--- src/rtl/wb_uart_master_if.sv ---
// rtl/wb_uart_master_if.sv - Wishbone classic single-word bus bundle for the UART debug master
interface wb_uart_master_if;
  logic [31:0] wb_adr_o;
  logic [31:0] wb_dat_o;
  logic [31:0] wb_dat_i;
  logic [3:0]  wb_sel_o;
  logic        wb_we_o;
  logic        wb_cyc_o;
  logic        wb_stb_o;
  logic        wb_ack_i;

  modport master (
    output wb_adr_o, wb_dat_o, wb_sel_o, wb_we_o, wb_cyc_o, wb_stb_o,
    input  wb_dat_i, wb_ack_i
  );

  modport slave (
    input  wb_adr_o, wb_dat_o, wb_sel_o, wb_we_o, wb_cyc_o, wb_stb_o,
    output wb_dat_i, wb_ack_i
  );
endinterface

--- src/rtl/wb_uart_master.sv ---
// rtl/wb_uart_master.sv - UART byte-stream to Wishbone bridge for host peek/poke
// One command frame yields one single-word bus cycle and a status (+read data) response.
module wb_uart_master #(
  parameter int unsigned FRAME_TIMEOUT = 1000000,
  parameter int unsigned BUS_TIMEOUT   = 1024
) (
  input  logic             clk,
  input  logic             reset,
  input  logic [7:0]       rx_data,
  input  logic             rx_valid,
  output logic             rx_overrun,
  output logic [7:0]       tx_data,
  output logic             tx_valid,
  input  logic             tx_ready,
  wb_uart_master_if.master wb,
  output logic             busy
);
  localparam logic [7:0] CMD_WR = 8'h57;
  localparam logic [7:0] CMD_RD = 8'h52;
  localparam logic [7:0] ST_ACK = 8'h06;
  localparam logic [7:0] ST_TMO = 8'h15;

  typedef enum logic [2:0] {IDLE, ADDR, DATA, BUS, RESP} state_t;

  state_t      state;
  logic [31:0] adr;
  logic [31:0] dat;
  logic [31:0] rdata;
  logic [31:0] frame_cnt;
  logic [31:0] bus_cnt;
  logic        we;
  logic        cyc;
  logic [1:0]  byte_cnt;
  logic [7:0]  status;
  logic [2:0]  tx_left;
  logic        frame_expired;
  logic        bus_expired;

  assign wb.wb_adr_o = adr;
  assign wb.wb_dat_o = dat;
  assign wb.wb_we_o  = we;
  assign wb.wb_cyc_o = cyc;
  assign wb.wb_stb_o = cyc;
  assign wb.wb_sel_o = 4'hF;
  assign busy        = (state != IDLE);

  // Counters run from 0, so the last permitted cycle is LIMIT-1; a limit of 0 never expires.
  assign frame_expired = (FRAME_TIMEOUT != 0) && (frame_cnt == FRAME_TIMEOUT - 1);
  assign bus_expired   = (BUS_TIMEOUT != 0) && (bus_cnt == BUS_TIMEOUT - 1);

  always_ff @(posedge clk) begin
    if (reset) begin
      state      <= IDLE;
      adr        <= '0;
      dat        <= '0;
      rdata      <= '0;
      frame_cnt  <= '0;
      bus_cnt    <= '0;
      we         <= 1'b0;
      cyc        <= 1'b0;
      byte_cnt   <= '0;
      status     <= '0;
      tx_left    <= '0;
      tx_data    <= '0;
      tx_valid   <= 1'b0;
      rx_overrun <= 1'b0;
    end else begin
      rx_overrun <= rx_valid && (state == BUS || state == RESP);
      case (state)
        IDLE: begin
          if (rx_valid && (rx_data == CMD_WR || rx_data == CMD_RD)) begin
            we        <= (rx_data == CMD_WR);
            byte_cnt  <= '0;
            frame_cnt <= '0;
            state     <= ADDR;
          end
        end
        ADDR, DATA: begin
          if (rx_valid) begin
            frame_cnt <= '0;
            byte_cnt  <= byte_cnt + 2'd1;
            if (state == ADDR) begin
              adr <= {adr[23:0], rx_data};
            end else begin
              dat <= {dat[23:0], rx_data};
            end
            if (byte_cnt == 2'd3) begin
              if (state == ADDR && we) begin
                state <= DATA;
              end else begin
                state   <= BUS;
                cyc     <= 1'b1;
                bus_cnt <= '0;
              end
            end
          end else if (frame_expired) begin
            state <= IDLE;
          end else begin
            frame_cnt <= frame_cnt + 32'd1;
          end
        end
        BUS: begin
          // An ack on the expiry cycle still counts as success.
          if (wb.wb_ack_i) begin
            rdata  <= wb.wb_dat_i;
            status <= ST_ACK;
            cyc    <= 1'b0;
            state  <= RESP;
          end else if (bus_expired) begin
            status <= ST_TMO;
            cyc    <= 1'b0;
            state  <= RESP;
          end else begin
            bus_cnt <= bus_cnt + 32'd1;
          end
        end
        RESP: begin
          if (!tx_valid) begin
            tx_valid <= 1'b1;
            tx_data  <= status;
            tx_left  <= (status == ST_ACK && !we) ? 3'd4 : 3'd0;
          end else if (tx_ready) begin
            if (tx_left == 3'd0) begin
              tx_valid <= 1'b0;
              state    <= IDLE;
            end else begin
              tx_data <= rdata[31:24];
              rdata   <= {rdata[23:0], 8'h00};
              tx_left <= tx_left - 3'd1;
            end
          end
        end
        default: state <= IDLE;
      endcase
    end
  end
endmodule

--- src/flat_wrapper.sv ---
// flat-port wrapper written by rule: the top's interface ports become plain ports
module wb_uart_master_flat 
#(
  parameter int unsigned FRAME_TIMEOUT = 1000000,
  parameter int unsigned BUS_TIMEOUT   = 1024
)
  (clk, reset, rx_data, rx_valid, rx_overrun, tx_data, tx_valid, tx_ready, busy, wb_wb_adr_o, wb_wb_dat_o, wb_wb_sel_o, wb_wb_we_o, wb_wb_cyc_o, wb_wb_stb_o, wb_wb_dat_i, wb_wb_ack_i);
  wb_uart_master_if wb_i ();
  input  logic clk;
  input  logic reset;
  input  logic [7:0] rx_data;
  input  logic rx_valid;
  output logic rx_overrun;
  output logic [7:0] tx_data;
  output logic tx_valid;
  input  logic tx_ready;
  output logic busy;
  output wire logic [$bits(wb_i.wb_adr_o)-1:0] wb_wb_adr_o;
  output wire logic [$bits(wb_i.wb_dat_o)-1:0] wb_wb_dat_o;
  output wire logic [$bits(wb_i.wb_sel_o)-1:0] wb_wb_sel_o;
  output wire logic [$bits(wb_i.wb_we_o)-1:0] wb_wb_we_o;
  output wire logic [$bits(wb_i.wb_cyc_o)-1:0] wb_wb_cyc_o;
  output wire logic [$bits(wb_i.wb_stb_o)-1:0] wb_wb_stb_o;
  input wire logic [$bits(wb_i.wb_dat_i)-1:0] wb_wb_dat_i;
  input wire logic [$bits(wb_i.wb_ack_i)-1:0] wb_wb_ack_i;
  assign wb_wb_adr_o = wb_i.wb_adr_o;
  assign wb_wb_dat_o = wb_i.wb_dat_o;
  assign wb_wb_sel_o = wb_i.wb_sel_o;
  assign wb_wb_we_o = wb_i.wb_we_o;
  assign wb_wb_cyc_o = wb_i.wb_cyc_o;
  assign wb_wb_stb_o = wb_i.wb_stb_o;
  assign wb_i.wb_dat_i = wb_wb_dat_i;
  assign wb_i.wb_ack_i = wb_wb_ack_i;
  wb_uart_master #(.FRAME_TIMEOUT(FRAME_TIMEOUT), .BUS_TIMEOUT(BUS_TIMEOUT)) u_core (.clk(clk), .reset(reset), .rx_data(rx_data), .rx_valid(rx_valid), .rx_overrun(rx_overrun), .tx_data(tx_data), .tx_valid(tx_valid), .tx_ready(tx_ready), .wb(wb_i), .busy(busy));
endmodule
--- config.mk ---
export PLATFORM = sky130hd
export DESIGN_NAME = wb_uart_master_flat
export DESIGN_NICKNAME = d
export VERILOG_FILES = /design/src/rtl/wb_uart_master_if.sv /design/src/rtl/wb_uart_master.sv /design/src/flat_wrapper.sv
export SDC_FILE = /design/constraint.sdc
export NUM_CORES = 1
export LEC_CHECK = 0
export CORE_AREA = 3 3 125 127
export CTS_BUF_LIST = sky130_fd_sc_hd__clkbuf_8
export DETAILED_ROUTE_END_ITERATION = 10
export DIE_AREA = 0 0 128 130
export GPL_TIMING_DRIVEN = 0
export PLACE_DENSITY = 0.94
export SYNTH_ARGS = -nofsm -noshare
export SYNTH_HDL_FRONTEND = slang
export SYNTH_SLANG_ARGS = --single-unit
--- constraint.sdc ---
create_clock -name clk -period 2.64 [get_ports clk]
set_input_delay 0.66 -clock clk [delete_from_list [all_inputs] [get_ports clk]]
set_output_delay 0.66 -clock clk [all_outputs]
set_load 0.005 [all_outputs]
==> qor.yml <==
setup_path:
  crit_fanout: 10
  cp_top_family: "buffers and inverters"
  rrSetupSlack_ns: 0.07
  critPathKind: "input pin to flip-flop"
  cp_slowest_cell: "clkbuf_1"
  cp-start-kind: "input pin"
  arrival_ns: 2.91
  crit_chain: "clkdlybuf4s50_1 -> clkbuf_1 -> clkbuf_1 -> clkbuf_1 -> a211oi_1"
  crit_buf_inv: 4
  cpPeakStageDelay_ns: 0.57
  crit_required_ns: 2.93
  cp-end-kind: "flip-flop"
  cp_common_cell: "clkbuf_1"
layout:
  diodes: 0
  fill_cells: 1081
  fin_nets: 1220
  layout-drive-gt1-share_pct: 6.00
  fin_cells: 1367
  finalCoreUtilization_pct: 69.7
  area_growth_pct: 23.9
clock_network:
  cts_tree: "done"
  clkTransAtPathRegs_ns: 0.10
  root_buffer: "clkbuf_8"
  clk_latency_ns: 0.47
  cts.sinks: 183
  numCtsBuffers: 17
  holdBufCountCts: 0
  clk_path_buf_depth: 2
  htreeDepth: 4
sta:
  tightestPinTransition_ns: 0.786
  fmax_mhz: 382
  slew_headroom_pct: 47.6
  skew_ns: 0.0152
  period_share_pct: 99.2
  slew_viol_final: 0
  setup_viol: 0
  layout_min_cycle_time_ns: 2.62
  whs_ns: 0.459
  hold_violations: 0
  worst_slack_ns: 0.0207
status:
  outcome: "completed"
pwr:
  p_clk_share_pct: 39.5
  power.total_w: 0.00525
  p_seq_share_pct: 53.0
  switching_share_pct: 24.7
  power_frac_comb_pct: 7.5
  p_leak_nw: 3.45
  power.density_nw_per_um2: 518
  ir_drop_v: 0.000421
  internal-power_w: 0.00395
  p_switching_w: 0.00130
grt:
  grt_max_degree: 17
  grt_pass1_vias: 8170
  antenna_found_initial: 0
  grt_usage_pct: 29.3
  grt_pass1_wl_mm: 39.8
  globalRouteOverflowTotal: 0
logic_synthesis:
  async_flop_share_pct: 0
  ys_ff_latch: 183
  synth_area_sq_um: 8180
  synthDistinctLibCells: 62
  ys_warn_count: 0
  synth_cells: 1024
  synth_ff_type: "dfxtp_1"
  synth-edff-count: 0
  synth_seq_area_share_pct: 44.8
  postSynthAreaPerCell_sq_um: 7.99
worst_hold_path:
  hold_class: "flip-flop to flip-flop"
place:
  pre_cts_slack_ns: -0.688
  routabilityCongestion: 0.919
  port_buffers: 122
  dpl.cell_count: 1333
  dpl.hpwl_mm: 17.1
route:
  wirelength_mm: 24.9
  drt-initial-drc-count: 935
  ant_nets: 0
  drc: 0
  wl_per_cell_um: 18.2
  num_vias: 8729
  via_per_inst: 6.39
  drt_pass1_iterations: 5
floorplan:
  start_util_pct: 56.3
  die_height_um: 130
  die_w_um: 128
  pin_count: 127
  row_count: 44
  fp.dieArea_sq_um: 16600
  core_area_sq_um: 14500
flow_run:
  drv_cap: 0
[worst min-delay path, stage by stage (launching register included)]
cell and delay, ns:
dfxtp_1 0.32, nand2_1 0.05, a21oi_1 0.05
[routing by layer]
layer / GRT usage (%) / vias to the layer above / part of all wire (%)
li1: - / 3965 / -
met1: 34.4 / 4083 / 38
met2: 48.9 / 564 / 48
met3: 8.15 / 117 / 10
met4: 15.9 / 0 / 4.5
met5: 0 / - / 0
[path summary, 6_finish.rpt]
check,start,end,cells after the start
setup / recovery,reset,u_core.rx_overrun,5
hold / removal,u_core.rdata[1],u_core.rdata[1],2
setup reg to reg,u_core.bus_cnt[16],u_core.state[0],7
hold reg to reg,u_core.rdata[1],u_core.rdata[1],2
[layout by cell type (no fill, tap or decap), drive strengths merged, types with 10 or more instances in the layout]
master and n:
nor3 13, nor2 86, clkbuf 73, nor4 10
mux2i 29, o21ai 67, buf 20, or3 11
inv 14, o31ai 11, a31oi 14, clkdlybuf4s50 122
a21oi 123, dfxtp 183, nand4 25, and3 16
nand3 42, nand2 184, a211oi 34
[sequential cells by signal, summed over array words and instances, names as in the netlist]
| signal | flops |
|---|---|
| u_core.rdata | 32 |
| u_core.bus_cnt | 32 |
| u_core.tx_left | 3 |
| u_core.rx_overrun | 1 |
| u_core.tx_data | 8 |
| u_core.frame_cnt | 32 |
| u_core.state | 3 |
| u_core.byte_cnt | 2 |
| u_core.wb.wb_cyc_o | 1 |
| u_core.status | 3 |
| u_core.wb.wb_we_o | 1 |
| u_core.tx_valid | 1 |
| u_core.wb.wb_adr_o | 32 |
| u_core.wb.wb_dat_o | 32 |
[synth_stat cells (all sizes together), types with 2 or more instances]
library cell,n,area (sq um)
nand2,184,691
dfxtp,183,3660
a21oi,123,616
nor2,86,323
o21ai,67,335
clkbuf,54,203
nand3,42,215
a211oi,34,260
mux2i,29,290
nand4,25,156
buf,17,98.8
and3,16,101
a31oi,14,87.6
nor3,13,65.1
o31ai,11,96.3
or3,11,73.8
nor4,10,62.6
a41oi,9,78.8
and4,9,78.8
inv,9,33.8
o211ai,7,52.6
a22oi,6,45.0
nand2b,6,37.5
a311oi,5,43.8
ha,5,62.6
nor2b,5,31.3
or2,4,25.0
or4,4,31.3
a21o,3,22.5
and2,3,18.8
nor3b,3,27.5
xor2,3,26.3
a21boi,2,15.0
nand3b,2,15.0
nand4b,2,17.5
nor4b,2,17.5
[stage by stage]
stage | setup TNS, ns | cell area (sq um)
floorplan | 0 | 8190
global placement | -32.44 | 9640
detailed placement | -36.97 | 9640
CTS | 0 | 10100
global route | -0.0236 | 10100
finish | 0 | 10100
[power groups by stage]
| stage | combinational, W | clock, W | sequential, W |
|---|---|---|---|
| global route | 0.000422 | 0.00218 | 0.00278 |
| CTS | 0.000377 | 0.00208 | 0.00278 |
| detailed placement | 0.000374 | 0 | 0.00285 |
| floorplan | 0.000200 | 0 | 0.00284 |
| global placement | 0.000363 | 0 | 0.00285 |
| finish | 0.000393 | 0.00208 | 0.00278 |
[repair_timing]
| item | 4_1_cts | 5_1_grt |
|---|---|---|
| buffers inserted | 0 | 3 |
| gates cloned | 0 | 0 |
| resized for setup | 2 | 12 |
| setup endpoints to repair | 25 | 55 |
| pin swaps | 0 | 1 |
[final cells by class]
cell class                      instances  area (sq um)  area share [%]
Timing Repair Buffer                  125          1240            12.3
Sequential cell                       183          3660            36.1
Inverter                                9          33.8           0.333
Buffer                                 70           300            2.96
Clock inverter                         12           165            1.63
Multi-Input combinational cell        764          4220            41.7
Clock buffer                           20           275            2.72
Tap cell                              184           230            2.27
[cell families (layout without fill, tap and decap cells)]
logic type | after synthesis | in the layout | synth area share (%)
AOI/OAI and AO/OA | 291 | 291 | 21.6
xor gates and xnor gates | 4 | 4 | 0.428
adders and majority gates | 5 | 5 | 0.765
muxes | 29 | 29 | 3.55
buffers and inverters | 80 | 236 | 4.10
DFF | 183 | 183 | 44.8
and+or+nand+nor | 431 | 431 | 24.8
other | 1 | 4 | 0.0458
(Power assumes the default switching activity.)
